`src/rtl/slc3_pkg.sv`:
```
// Shared types for the SLC-3 memory-side bridge: read-source select and word type.
package slc3_pkg;

    typedef logic [15:0] word_t;

    typedef enum logic [1:0] {
        SRC_NONE = 2'd0,
        SRC_BRAM = 2'd1,
        SRC_IO   = 2'd2
    } mem_src_t;

    localparam word_t IO_ADDR_DEFAULT = 16'hFFFF;

endpackage

```
`src/rtl/slc3_mmio_bridge_if.sv`:
```
// FSM-to-memory bus: the control FSM is master, the bridge is slave.
interface slc3_mmio_bridge_if;
    import slc3_pkg::*;

    logic  mem_ena;
    logic  mem_wr_ena;
    word_t mar;
    word_t mdr;
    word_t mem_rdata;

    modport master (
        output mem_ena, mem_wr_ena, mar, mdr,
        input  mem_rdata
    );

    modport slave (
        input  mem_ena, mem_wr_ena, mar, mdr,
        output mem_rdata
    );

endinterface

```
`src/rtl/hex_seg_decoder.sv`:
```
// Nibble to 7-segment pattern {g,f,e,d,c,b,a}, active-low (0 lights a segment).
module hex_seg_decoder (
    input  logic [3:0] nibble_i,
    output logic [6:0] seg_o
);

    always_comb begin
        seg_o = 7'h7F;
        case (nibble_i)
            4'h0: seg_o = 7'h40;
            4'h1: seg_o = 7'h79;
            4'h2: seg_o = 7'h24;
            4'h3: seg_o = 7'h30;
            4'h4: seg_o = 7'h19;
            4'h5: seg_o = 7'h12;
            4'h6: seg_o = 7'h02;
            4'h7: seg_o = 7'h78;
            4'h8: seg_o = 7'h00;
            4'h9: seg_o = 7'h10;
            4'hA: seg_o = 7'h08;
            4'hB: seg_o = 7'h03;
            4'hC: seg_o = 7'h46;
            4'hD: seg_o = 7'h21;
            4'hE: seg_o = 7'h06;
            4'hF: seg_o = 7'h0E;
            default: seg_o = 7'h7F;
        endcase
    end

endmodule

```
`src/rtl/slc3_mmio_bridge.sv`:
```
// Decodes FSM memory windows to BRAM or MMIO (switches / hex register), aligns read
// data to the third window cycle, and scans the hex register onto a 4-digit display.
module slc3_mmio_bridge
    import slc3_pkg::*;
#(
    parameter int          ADDR_W    = 16,
    parameter logic [15:0] IO_ADDR   = IO_ADDR_DEFAULT,
    parameter int          SCAN_BITS = 16
) (
    input  logic              clk,
    input  logic              reset,
    slc3_mmio_bridge_if.slave mem,
    output logic              bram_en,
    output logic              bram_we,
    output logic [ADDR_W-1:0] bram_addr,
    output word_t             bram_wdata,
    input  word_t             bram_rdata,
    input  word_t             sw_i,
    output logic [3:0]        hex_grid,
    output logic [7:0]        hex_seg
);

    logic     is_io, is_bram, in_range, start, wr_start;
    logic     ena_q;
    mem_src_t sel_d, sel_d1_q, sel_d2_q;
    word_t    hex_q, sw_meta_q, sw_sync_q, io_d1_q, io_d2_q;

    logic [SCAN_BITS-1:0] scan_q;
    logic [1:0]           digit;
    logic [3:0]           nibble, grid_d, grid_q;
    logic [6:0]           seg7;
    logic [7:0]           seg_q;

    // Upper address bits must be clear; with a full 16-bit BRAM everything is in range.
    generate
        if (ADDR_W >= 16) begin : g_full_range
            assign in_range = 1'b1;
        end else begin : g_part_range
            assign in_range = (mem.mar[15:ADDR_W] == '0);
        end
    endgenerate

    assign is_io   = (mem.mar == IO_ADDR);
    assign is_bram = !is_io && in_range;

    // Reset gating keeps a window caught by reset from committing anything.
    assign start    = mem.mem_ena & ~ena_q;
    assign wr_start = start & mem.mem_wr_ena & ~reset;

    assign bram_en    = mem.mem_ena & is_bram;
    assign bram_we    = wr_start & is_bram;
    assign bram_addr  = mem.mar[ADDR_W-1:0];
    assign bram_wdata = mem.mdr;

    always_comb begin
        sel_d = SRC_NONE;
        if (mem.mem_ena && !mem.mem_wr_ena) begin
            if (is_io)        sel_d = SRC_IO;
            else if (is_bram) sel_d = SRC_BRAM;
        end
    end

    always_comb begin
        mem.mem_rdata = 16'h0000;
        case (sel_d2_q)
            SRC_BRAM: mem.mem_rdata = bram_rdata;
            SRC_IO:   mem.mem_rdata = io_d2_q;
            default:  mem.mem_rdata = 16'h0000;
        endcase
    end

    assign digit  = scan_q[SCAN_BITS-1 -: 2];
    assign nibble = hex_q[{digit, 2'b00} +: 4];
    assign grid_d = ~(4'b0001 << digit);

    hex_seg_decoder u_dec (
        .nibble_i (nibble),
        .seg_o    (seg7)
    );

    always_ff @(posedge clk) begin
        if (reset) begin
            ena_q     <= 1'b0;
            sel_d1_q  <= SRC_NONE;
            sel_d2_q  <= SRC_NONE;
            sw_meta_q <= '0;
            sw_sync_q <= '0;
            io_d1_q   <= '0;
            io_d2_q   <= '0;
            hex_q     <= '0;
            scan_q    <= '0;
            grid_q    <= 4'b1111;
            seg_q     <= 8'hFF;
        end else begin
            ena_q     <= mem.mem_ena;
            sel_d1_q  <= sel_d;
            sel_d2_q  <= sel_d1_q;
            sw_meta_q <= sw_i;
            sw_sync_q <= sw_meta_q;
            io_d1_q   <= sw_sync_q;
            io_d2_q   <= io_d1_q;
            if (wr_start && is_io)
                hex_q <= mem.mdr;
            scan_q    <= scan_q + 1'b1;
            grid_q    <= grid_d;
            seg_q     <= {1'b1, seg7};
        end
    end

    assign hex_grid = grid_q;
    assign hex_seg  = seg_q;

endmodule
```
`src/flat_wrapper.sv`:
```
// flat-port wrapper written by rule: the top's interface ports become plain ports
module slc3_mmio_bridge_flat import slc3_pkg::*;
#(
    parameter int          ADDR_W    = 16,
    parameter logic [15:0] IO_ADDR   = IO_ADDR_DEFAULT,
    parameter int          SCAN_BITS = 16
)
  (clk, reset, bram_en, bram_we, bram_addr, bram_wdata, bram_rdata, sw_i, hex_grid, hex_seg, mem_mem_ena, mem_mem_wr_ena, mem_mar, mem_mdr, mem_mem_rdata);
  slc3_mmio_bridge_if mem_i ();
  input  logic clk;
  input  logic reset;
  output logic bram_en;
  output logic bram_we;
  output logic [ADDR_W-1:0] bram_addr;
  output word_t bram_wdata;
  input  word_t bram_rdata;
  input  word_t sw_i;
  output logic [3:0] hex_grid;
  output logic [7:0] hex_seg;
  input wire logic [$bits(mem_i.mem_ena)-1:0] mem_mem_ena;
  input wire logic [$bits(mem_i.mem_wr_ena)-1:0] mem_mem_wr_ena;
  input wire logic [$bits(mem_i.mar)-1:0] mem_mar;
  input wire logic [$bits(mem_i.mdr)-1:0] mem_mdr;
  output wire logic [$bits(mem_i.mem_rdata)-1:0] mem_mem_rdata;
  assign mem_i.mem_ena = mem_mem_ena;
  assign mem_i.mem_wr_ena = mem_mem_wr_ena;
  assign mem_i.mar = mem_mar;
  assign mem_i.mdr = mem_mdr;
  assign mem_mem_rdata = mem_i.mem_rdata;
  slc3_mmio_bridge #(.ADDR_W(ADDR_W), .IO_ADDR(IO_ADDR), .SCAN_BITS(SCAN_BITS)) u_core (.clk(clk), .reset(reset), .mem(mem_i), .bram_en(bram_en), .bram_we(bram_we), .bram_addr(bram_addr), .bram_wdata(bram_wdata), .bram_rdata(bram_rdata), .sw_i(sw_i), .hex_grid(hex_grid), .hex_seg(hex_seg));
endmodule
```
`config.mk`:
```
export PLATFORM = sky130hd
export DESIGN_NAME = slc3_mmio_bridge_flat
export DESIGN_NICKNAME = d
export VERILOG_FILES = /design/src/rtl/slc3_pkg.sv /design/src/rtl/slc3_mmio_bridge_if.sv /design/src/rtl/hex_seg_decoder.sv /design/src/rtl/slc3_mmio_bridge.sv /design/src/flat_wrapper.sv
export SDC_FILE = /design/constraint.sdc
export NUM_CORES = 1
export LEC_CHECK = 0
export CAP_MARGIN = 20
export CORE_ASPECT_RATIO = 1.5
export CORE_MARGIN = 2
export CORE_UTILIZATION = 39
export CTS_BUF_LIST = sky130_fd_sc_hd__clkbuf_8 sky130_fd_sc_hd__clkbuf_16
export DETAILED_ROUTE_END_ITERATION = 8
export PLACE_DENSITY = 0.7
export SYNTH_ARGS = -nofsm -noshare
export SYNTH_HDL_FRONTEND = slang
export SYNTH_SLANG_ARGS = --single-unit
```
`constraint.sdc`:
```
create_clock -name clk -period 2.3 [get_ports clk]
set_clock_uncertainty 0.05 [all_clocks]
set_input_delay 0.46 -clock clk [delete_from_list [all_inputs] [get_ports clk]]
set_output_delay 0.46 -clock clk [all_outputs]
set_load 0.02 [all_outputs]
```
# ---- Word level (Yosys, flattened, before mapping)
# Memories as Yosys holds them, arrays and structs flattened. A register that Yosys moved wholly into a read port is not among the register bits.
# Cells that the tools add are included.
dict set report word_totals {
  ff_bits 106
  romBits 112
  mem_count 1
  word_cells 34
}
dict set report classes {
  add_sub_neg 1
  n_reduce_logical 5
  muxes 2
  shifts 2
  n_eq_ne 3
  bitwise 9
}
# name depth word_bits rd rd_clocked_by_memory_dff wr line
set memory_table {}
lappend memory_table {{(no name shown)} 16 7 1 1 0 hex_seg_decoder.sv:9} ;# case (nibble_i)
# cell count
set op_table {}
lappend op_table {{$pmux W16 S2} 1}
lappend op_table {{$add A16 B1 Y16 const B} 1}
lappend op_table {{$eq A16 B16 Y1 const B} 1}
lappend op_table {{$shiftx A16 B5 Y4} 1}
lappend op_table {{$and A1 B1 Y1} 5}
lappend op_table {{$not A4 Y4} 1}
lappend op_table {{$shl A1 B2 Y4 const A} 1}
lappend op_table {{$not A1 Y1} 3}
lappend op_table {{$eq A2 B1 Y1 const B} 1}
lappend op_table {{$eq A2 B2 Y1 const B} 1}
lappend op_table {{$logic_and A1 B1 Y1} 2}
lappend op_table {{$logic_not A1 Y1} 2}
lappend op_table {{$mux W2} 1}
lappend op_table {{$reduce_or A2 Y1} 1}

# ---- Longest topological paths before layout
# Gate-level depths: netlist of run 1.
dict set report depth {
  depth_word 5
  ltp_mapped 7
  mapped_depth_nobuf 6
}

# ---- By module
# Synthesis of run 1 repeated with hierarchy kept, for this count alone.
dict set report unflattened {
  cells_unflattened 443
  hier_area_um2 4374.2
}
# module cells_each instances area_per_inst_um2 seq_area_each_um2
set modules_own_cells {}
lappend modules_own_cells {slc3_mmio_bridge 411 1 4098.9 2242.2}
lappend modules_own_cells {hex_seg_decoder 32 1 275.3 0.0}

# ---- Worst setup path after synthesis of run 1
# OpenSTA, ideal clock, no wires.
dict set report synth_timing {
  path_type {in2out}
  from {input mem_mar[7]}
  to {output bram_en}
  n_path_buf 2
  slack_ns 0.125
  arrival_time_ns 1.665
  path_stages 5
  t_required_ns 1.790
  cell_sequence {nand4_1 or4_1 buf_2 buf_2 and2_1}
}
dict set report synth_between {
  elab_chain_len 3
}
# element line
set synth_rtl {}
lappend synth_rtl {{start: declaration} flat_wrapper.sv:22} ;# input wire logic [$bits(mem_i.mar)-1:0] mem_mar;
lappend synth_rtl {{$eq A16 B16 Y1} slc3_mmio_bridge.sv:43} ;# assign is_io = (mem.mar == IO_ADDR);
lappend synth_rtl {{$logic_not A1 Y1} slc3_mmio_bridge.sv:44} ;# assign is_bram = !is_io && in_range;
lappend synth_rtl {{$and A1 B1 Y1} slc3_mmio_bridge.sv:50} ;# assign bram_en = mem.mem_ena & is_bram;
lappend synth_rtl {{end: declaration} flat_wrapper.sv:12} ;# output logic bram_en;
# No other way between the ends.

# ---- Final worst setup path of run 1
dict set report layout_timing {
  from {input mem_mar[13]}
  to {output bram_en}
}
# The elaborated chain is that of the path after synthesis.

==> summary.txt, run 1 <==
Pwr dens - 670 nW/µm²
Hpwl dp - 6000 µm
DRC viols - 0
Fin crit share - 0.939
H-tree levels - 3
Largest net degree at the start of global routing - 104
# IOs - 130
TritonRoute pass-1 iters - 4
Reg clk slew, reported paths - 0.07 ns
Core area - 10900 µm²
Diode count - 0
First-pass GRT wire length - 13900 µm
Final min period - 2.16 ns
RSZ-0062 raised after global routing - no
Simple-Gate Fraction of Synth Area - 0.207
Sw Share - 0.217
Final setup fails - 0
GRT Residual Overflow - 0
FP Rows - 47
CTS tree - yes
Pins Over Slew Limit - 0
Layout net count - 605
Register area share after synthesis - 0.521
Critical path peak fanout - 2
Starting DRC count in detailed routing - 167
Ys flop type - dfxtp_1
CP Capture Type - output port
Synth Area in Compound Gates - 0.0927
Commonest non-fill, non-tap cell in the layout - dfxtp_1
Max clock buf depth - 2
# Max-Cap Violations - 0
Synth warn - 0
Mapped Avg Cell Area - 9.92 µm²
Die X - 89.8 µm
Number of global-route vias before repair - 3054
Worst path arrival time - 1.65 ns
Root Driver - clkbuf_16
Later-pin clock latency in the skew report - 0.34 ns
Die ar. - 11900 µm²
Status - completed
Sequential power share - 0.515
Inserted Clock Buffers - 9
Fraction of layout cells with a size suffix above 1 - 0.0921
Pwr Total - 3.89 mW
Post-Synth Adder-Cell Area - 0.0261
Area delta synth->final - 34.7%
Pin slew with the least headroom to its limit - 0.967 ns
Syn Inst Count - 434
Worst setup SP type - primary input
Syn nets - 511
Clock sink total - 112
Most frequent cells in the layout - dfxtp_1, clkdlybuf4s50_1, nor2b_1
Syn Std Cell Area - 4310 µm²
Die height - 133 µm
Post-Route WL - 8270 µm
Fmax - 463 MHz
IO Port Bufs - 128
Final RePlAce weighted congestion - 0.753
Finished Cell Area - 5800 µm²
Post-route ant nets - 0
Effective utilization at floorplan - 0.396
Max VDD drop - 0.000465 V
Pint - 3.04 mW
Multiplexer area fraction after synthesis - 0.0360
CP required - 1.79 ns
LEAKAGE - 2.21 nW
Setup CP Type - primary input to output port
Seq cells post-synth - 112
Placed cell areas - 5500 µm²
Yosys cell types - 46
Vias - 3101
Largest family of logic cells by synthesized area - simple AND/OR/NAND/NOR gates
Psw - 0.845 mW
Xor/xnor share of the synthesized area - 0.0203
Initial antenna violation count - 0
Logic pwr share - 0.089
Setup TNS - 0 ns
Total global-route track usage - 0.140
Hold buffers post-CTS - 0
Ys async rst share - 0
Slew HR - 0.356
Hold Violations, Final - 0
Drt wl/cell - 12.2 µm
Hold Path Class - primary input to register
Clk network pwr share - 0.396
EDFF count, synth - 0
Vias/cell - 4.57
## flip-flops by register name, summed over array words and instances (netlist names)
register / cells
u_core.ena_q: 1
u_core.hex_grid: 4
u_core.hex_q: 16
u_core.hex_seg: 7
u_core.io_d1_q: 16
u_core.io_d2_q: 16
u_core.scan_q: 16
u_core.sel_d1_q: 2
u_core.sel_d2_q: 2
u_core.sw_meta_q: 16
u_core.sw_sync_q: 16
## cells in the mapped netlist, drive strengths merged (3+ instances only)
master  number  area (µm²)
a21oi       20         100
a22oi       16         120
inv          9        33.8
and2         3        18.8
mux2         3        37.5
nor2        31         116
mux4         4        97.6
xor2         8        70.1
nor2b       67         419
dfxtp      112        2240
ha           9         113
nand3       20         100
or3          4        26.3
buf         40         295
nor3         3        15.0
o211ai       3        27.5
o21ai       19        95.1
nand2       11        41.3
clkbuf      20        85.1
nand4        9        56.3
## logic make-up (layout without fill, tap and decap cells)
kind of cell / Yosys count / in the layout
other cells: 1 / 1
flops: 112 / 112
mux: 9 / 9
buf+inv: 69 / 167
simple gates: 159 / 159
fa+ha+maj: 9 / 9
xor+xnor: 10 / 10
compound gates: 65 / 65
## layer usage
layer | global-route usage | part of all wire | vias to the layer above
met5 | 0 | 0 | -
met4 | 0.0675 | 0.021 | 0
met3 | 0.0279 | 0.047 | 12
met2 | 0.247 | 0.51 | 99
met1 | 0.162 | 0.42 | 1387
li1 | - | - | 1603
## final timing paths
check / start / end / slack (ns) / depth (start not counted)
worst max-delay path: mem_mar[13] / bram_en / 0.14 / 5
worst min-delay path: reset / u_core.ena_q / 0.37 / 3
worst max register to register: u_core.scan_q[14] / u_core.hex_seg[3] / 0.19 / 5
worst min register to register: u_core.io_d1_q[9] / u_core.io_d2_q[9] / 0.38 / 1
## what timing repair did
item                       CTS  global route
resized for setup           51             1
buffers inserted             0             0
setup endpoints to repair   18             1
pin swaps                    8             0
hold endpoints to repair     0             0
## stage by stage
stage	instances	setup WS, ns	hold WS (ns)	utilization
finish	679	0.140	0.370	0.533
global route	679	0.0590	0.398	0.533
CTS	679	0.0813	0.356	0.533
detailed placement	664	-0.562	0.370	0.506
global placement	664	-0.517	0.367	0.506
floorplan	434	0.125	0.363	-
## power groups by stage
| stage | clock [mW] | sequential [mW] | combinational, mW |
|---|---|---|---|
| global placement | 0 | 2.05 | 0.351 |
| floorplan | 0 | 2.05 | 0.167 |
| CTS | 1.58 | 2.00 | 0.350 |
| detailed placement | 0 | 2.05 | 0.356 |
| finish | 1.54 | 2.00 | 0.346 |
| global route | 1.66 | 2.01 | 0.371 |
## critical path, cell delays in order
cell and delay [ns]:
dlygate4sd2_1 0.22, nand4_1 0.13, or4_4 0.56, and2_4 0.15, buf_6 0.12
## area by class of cell
cell class | count | area, µm²
Fill cell | 1001 | 5080
Sequential cell | 112 | 2240
Multi-Input combinational cell | 253 | 1680
Timing Repair Buffer | 143 | 1350
Clock buffer | 9 | 225
Tap cell | 147 | 184
Clock inverter | 6 | 76.3
Inverter | 9 | 33.8
Note: power is estimated with default switching activity, not from simulation.
==> run 2: changes to the inputs <==
--- a/config.mk
+++ b/config.mk
@@ -11,6 +11,7 @@
 export CORE_UTILIZATION = 39
 export CTS_BUF_LIST = sky130_fd_sc_hd__clkbuf_8 sky130_fd_sc_hd__clkbuf_16
 export DETAILED_ROUTE_END_ITERATION = 8
+export GPL_ROUTABILITY_DRIVEN = 1
 export PLACE_DENSITY = 0.7
 export SYNTH_ARGS = -nofsm -noshare
 export SYNTH_HDL_FRONTEND = slang
==> constraint.sdc (replaced) <==
create_clock -name clk -period 2.7 [get_ports clk]
set_clock_uncertainty 0.05 [all_clocks]
set_input_delay 0.54 -clock clk [delete_from_list [all_inputs] [get_ports clk]]
set_output_delay 0.54 -clock clk [all_outputs]
set_load 0.02 [all_outputs]
==> summary.txt, run 2 (synthesis results as in run 1) <==
Fin crit share - 0.965
Pwr Total - 3.36 mW (-14%)
Worst hold start - u_core.sw_sync_q[12]
Reg-to-Reg End - u_core.hex_seg[3]
Worst setup SP type - primary input
Pwr dens - 579 nW/µm² (-14%)
Hold Path Sink - u_core.io_d1_q[12]
RSZ-0062 raised after global routing - no
Most frequent cells in the layout - clkdlybuf4s50_1, dfxtp_1, nor2b_1
Die ar. - 11900 µm² (unchanged)
Post-route ant nets - 0 (unchanged)
Total global-route track usage - 0.141 (+0.00115)
LEAKAGE - 2.11 nW (-4.5%)
Initial antenna violation count - 0 (unchanged)
Pins Over Slew Limit - 0 (unchanged)
Sw Share - 0.218 (+0.000865)
Die X - 89.8 µm (unchanged)
Sequential power share - 0.507 (-0.008)
FF-to-FF setup slack - 0.41 ns (+0.22 ns)
Core Util, Final - 0.534 (+0.000690)
FP Rows - 47 (unchanged)
Core area - 10900 µm² (unchanged)
H-tree levels - 3 (unchanged)
DRC viols - 0 (unchanged)
Pin slew with the least headroom to its limit - 0.956 ns (-0.0112 ns)
Later-pin clock latency in the skew report - 0.34 ns (about the same)
Worst slack, placed - -0.292 ns (+0.270 ns)
Post-Route WL - 8430 µm (+2.0%)
Hpwl dp - 6070 µm (+1.3%)
Largest net degree at the start of global routing - 104 (unchanged)
RR Startpoint - u_core.scan_q[14]
Layout net count - 604 (-0.17%)
Fraction of layout cells with a size suffix above 1 - 0.0827 (-0.00940)
Effective utilization at floorplan - 0.396 (unchanged)
Reg clk slew, reported paths - 0.07 ns (about the same)
Fmax - 384 MHz
# Max-Cap Violations - 0 (unchanged)
Area delta synth->final - 34.9%
Inserted Clock Buffers - 9 (unchanged)
CP required - 2.11 ns (+0.32 ns)
Diode count - 0 (unchanged)
Setup WS post-layout - 0.0958 ns (-0.0441 ns)
Die height - 133 µm (unchanged)
Pint - 2.63 mW (-14%)
Logic pwr share - 0.089 (about the same)
Hold Path Class - register to register
Vias/cell - 4.60 (+0.77%)
IO Port Bufs - 128 (unchanged)
Worst path arrival time - 2.01 ns (+0.36 ns)
GRT Residual Overflow - 0 (unchanged)
Critical path peak fanout - 2 (unchanged)
Clk network pwr share - 0.404 (+0.008)
Psw - 0.733 mW (-13%)
CTS tree - yes
CP Capture Type - output port
Clock sink total - 112 (unchanged)
Vias - 3125 (+0.77%)
Commonest non-fill, non-tap cell in the layout - clkdlybuf4s50_1
Final RePlAce weighted congestion - 0.742 (-1.4%)
# Post-CTS Setup Buffers - 0 (unchanged)
TritonRoute pass-1 iters - 4 (unchanged)
Hold path cells - 1 (-2)
Max clock buf depth - 2 (unchanged)
Slew HR - 0.363 (+0.00749)
Root Driver - clkbuf_16
First-pass GRT wire length - 14000 µm (+0.59%)
Number of global-route vias before repair - 3093 (+1.3%)
Drt wl/cell - 12.4 µm (+2.0%)
Post-route insts no fill - 679 (unchanged)
# IOs - 130 (unchanged)
Hold Violations, Final - 0 (unchanged)
Setup CP Type - primary input to output port
Starting DRC count in detailed routing - 232 (+39%)
R2R cell count - 5 (unchanged)
Max VDD drop - 0.000307 V (-34%)
Placed insts - 663 (-0.15%)
Final setup fails - 0 (unchanged)
Status - completed
Final min period - 2.60 ns
run 2: per-stage QoR:
stage	setup TNS, ns	cell area [µm²]	hold WS (ns)
2_1_floorplan	0	4310	0.363
5_1_grt	0	5810	0.403
3_3_place_gp	-0.415	5490	0.366
6_report	0	5810	0.386
3_5_place_dp	-0.467	5490	0.370
4_1_cts	0	5800	0.388
run 2: how the worst max path moves through the flow:
stage	endpoint	slack (ns)	cells after the start	from
after floorplan	bram_en	0.37	5	mem_mar[7]
after global placement	bram_en	-0.27	5	mem_mar[5]
after detailed placement	bram_en	-0.29	5	mem_mar[5]
after CTS	mem_mem_rdata[13]	0.05	4	u_core.sel_d2_q[0]
after global routing	bram_we	0.006	6	mem_mar[7]
final	bram_en	0.1	5	mem_mar[2]
run 2: final cells by class:
type,count,area (µm²)
repair buffers,142,1380
flip-flops and latches,112,2240
clock inverters,6,75.1
well taps,147,184
clock buffers,10,239
inverters,9,33.8
multi-input cells,253,1660
fillers,957,5070
run 2: metal layers:
layer / track usage / routed length [µm]
met1: 0.160 / 3550
met2: 0.255 / 4320
met3: 0.0273 / 435
met4: 0.0675 / 125
met5: 0 / 0
run 2: timing repair:
item                       in CTS  in global routing
hold buffers                    0                  0
resized for setup               6                  2
pin swaps                       1                  0
setup endpoints to repair      12                 11
run 2: power groups by stage:
stage,clock network [mW],registers [mW],logic (mW)
finish,1.36,1.71,0.298
floorplan,0,1.75,0.142
global placement,0,1.74,0.298
CTS,1.39,1.71,0.302
global route,1.45,1.71,0.319
detailed placement,0,1.74,0.302
run 2: worst max-delay path: stages:
cell,delay (ns)
clkdlybuf4s50_1,0.49
nand4_1,0.12
or4_1,0.55
and2_1,0.17
buf_2,0.15
==> run 3: changes to the inputs <==
--- a/config.mk
+++ b/config.mk
@@ -5,6 +5,7 @@
 export SDC_FILE = /design/constraint.sdc
 export NUM_CORES = 1
 export LEC_CHECK = 0
+export ABC_AREA = 0
 export CAP_MARGIN = 20
 export CORE_ASPECT_RATIO = 1.5
 export CORE_MARGIN = 2
@@ -13,6 +14,7 @@
 export DETAILED_ROUTE_END_ITERATION = 8
 export GPL_ROUTABILITY_DRIVEN = 1
 export PLACE_DENSITY = 0.7
+export SKIP_LAST_GASP = 1
 export SYNTH_ARGS = -nofsm -noshare
 export SYNTH_HDL_FRONTEND = slang
 export SYNTH_SLANG_ARGS = --single-unit
==> summary.txt, run 3 (synthesis results as in run 1) <==
# Post-CTS Setup Buffers - 0 (unchanged)
M2 GR Usage - 0.255 (unchanged)
Commonest non-fill, non-tap cell in the layout - clkdlybuf4s50_1
Starting DRC count in detailed routing - 232 (unchanged)
Post-route insts no fill - 679 (unchanged)
Filler Cell Count - 957 (unchanged)
Total global-route track usage - 0.141 (unchanged)
Initial antenna violation count - 0 (unchanged)
Largest net degree at the start of global routing - 104 (unchanged)
CTS tree - yes
M3 GR Usage - 0.0273 (unchanged)
Post-route ant nets - 0 (unchanged)
Hold Path Class - register to register
R2R cell count - 5 (unchanged)
Clock sink total - 112 (unchanged)
Reg clk slew, reported paths - 0.07 ns (about the same)
Number of global-route vias before repair - 3095 (+0.065%)
TritonRoute pass-1 iters - 4 (unchanged)
Fraction of layout cells with a size suffix above 1 - 0.0827 (unchanged)
Die X - 89.8 µm (unchanged)
Worst setup SP type - primary input
Slew HR - 0.363 (about the same)
Layout net count - 604 (unchanged)
CP top delay family - simple AND/OR/NAND/NOR gates
Final min period - 2.60 ns (-0.00750 ns)
LEAKAGE - 2.11 nW (about the same)
Later-pin clock latency in the skew report - 0.34 ns (about the same)
Hold path cells - 1 (unchanged)
IO Port Bufs - 128 (unchanged)
Worst path arrival time - 2.01 ns (about the same)
Max VDD drop - 0.000307 V (about the same)
Worst slack, placed - -0.292 ns (unchanged)
FP Rows - 47 (unchanged)
Fin crit share - 0.962 (-0.00278)
Pins Over Slew Limit - 0 (unchanged)
Area delta synth->final - 34.9% (unchanged)
Pwr Total - 3.36 mW (about the same)
Die height - 133 µm (unchanged)
Fmax - 385 MHz (+0.29%)
Setup WS post-layout - 0.103 ns (+0.00750 ns)
RR Startpoint - u_core.scan_q[14]
Pin slew with the least headroom to its limit - 0.956 ns (+0.0000143 ns)
Crit path buf inv count - 2 (unchanged)
GRT Residual Overflow - 0 (unchanged)
Placed insts - 663 (unchanged)
Inserted Clock Buffers - 9 (unchanged)
Core area - 10900 µm² (unchanged)
CP Capture Type - output port
GRT Max-Usage Layer - met2
Root Driver - clkbuf_16
Vias - 3127 (+0.064%)
CP required - 2.11 ns (about the same)
RSZ-0062 raised after global routing - no
Post-Route WL - 8430 µm (about the same)
Reg-to-Reg End - u_core.hex_seg[3]
Status - completed
First-pass GRT wire length - 14000 µm (unchanged)
Effective utilization at floorplan - 0.396 (unchanged)
Setup CP Type - primary input to output port
Most frequent cells in the layout - clkdlybuf4s50_1, dfxtp_1, nor2b_1
Worst hold start - u_core.sw_sync_q[12]
DRC viols - 0 (unchanged)
Hold Violations, Final - 0 (unchanged)
FF-to-FF setup slack - 0.41 ns (about the same)
Vias/cell - 4.61 (about the same)
H-tree levels - 3 (unchanged)
CP Cell Sequence - clkdlybuf4s50_1 -> nand4_1 -> or4_1 -> and2_1 -> clkbuf_2
Core Util, Final - 0.534 (unchanged)
# Max-Cap Violations - 0 (unchanged)
Final RePlAce weighted congestion - 0.742 (unchanged)
Met1 Use GR - 0.160 (unchanged)
# IOs - 130 (unchanged)
Hpwl dp - 6070 µm (unchanged)
Hold Path Sink - u_core.io_d1_q[12]
Diode count - 0 (unchanged)
Max clock buf depth - 2 (unchanged)
Pwr dens - 579 nW/µm² (about the same)
Critical path peak fanout - 2 (unchanged)
Max incr delay on CP - 0.55 ns (about the same)
Final setup fails - 0 (unchanged)
Slowest CP cell - or4_1
Die ar. - 11900 µm² (unchanged)
Drt wl/cell - 12.4 µm (about the same)
==> run 3: changes by cell type in the layout (fill, tap and decap cells not counted), sizes merged <==
cell	delta
buf	-1
clkbuf	+1
==> run 3: metal layers <==
metal	wire [µm]	share of wire
met1	3540	0.42
met4	125	0.015
met3	439	0.052
met5	0	0
met2	4320	0.51
==> run 3: worst max path at each step <==
| stage | startpoint | endpoint | slack, ns | cells after the start |
|---|---|---|---|---|
| 2_1_floorplan | mem_mar[7] | bram_en | 0.37 | 5 |
| 3_3_place_gp | mem_mar[5] | bram_en | -0.27 | 5 |
| 3_5_place_dp | mem_mar[5] | bram_en | -0.29 | 5 |
| 4_1_cts | mem_mar[5] | bram_en | -0.08 | 5 |
| 5_1_grt | mem_mar[7] | bram_we | 0.01 | 6 |
| 6_report | mem_mar[7] | bram_en | 0.10 | 5 |
==> run 3: cell type report <==
class,count,area (µm²),area share
multi-input cells,253,1660,0.285
inverters,9,33.8,0.00582
clock buffers,10,239,0.0411
flip-flops and latches,112,2240,0.386
repair buffers,142,1380,0.237
well taps,147,184,0.0317
clock inverters,6,75.1,0.0129
==> run 3: repair_timing <==
action,4_1_cts,5_1_grt
gates resized for setup,3,4
hold buffers,0,0
endpoints found under the setup margin,12,12
==> run 3: through the flow <==
step	area, µm²	hold slack [ns]	setup TNS [ns]
2_1_floorplan	4310	0.363	0
3_3_place_gp	5490	0.366	-0.415
3_5_place_dp	5490	0.370	-0.467
4_1_cts	5810	0.388	-0.0776
5_1_grt	5810	0.403	0
6_report	5810	0.386	0
==> run 3: report_power, final <==
part	total, mW	leakage (nW)	switching [mW]	internal [mW]
combinational	0.298	1.03	0.125	0.173
clock	1.36	0.157	0.597	0.761
sequential	1.71	0.915	0.0112	1.69
total	3.36	2.11	0.733	2.63
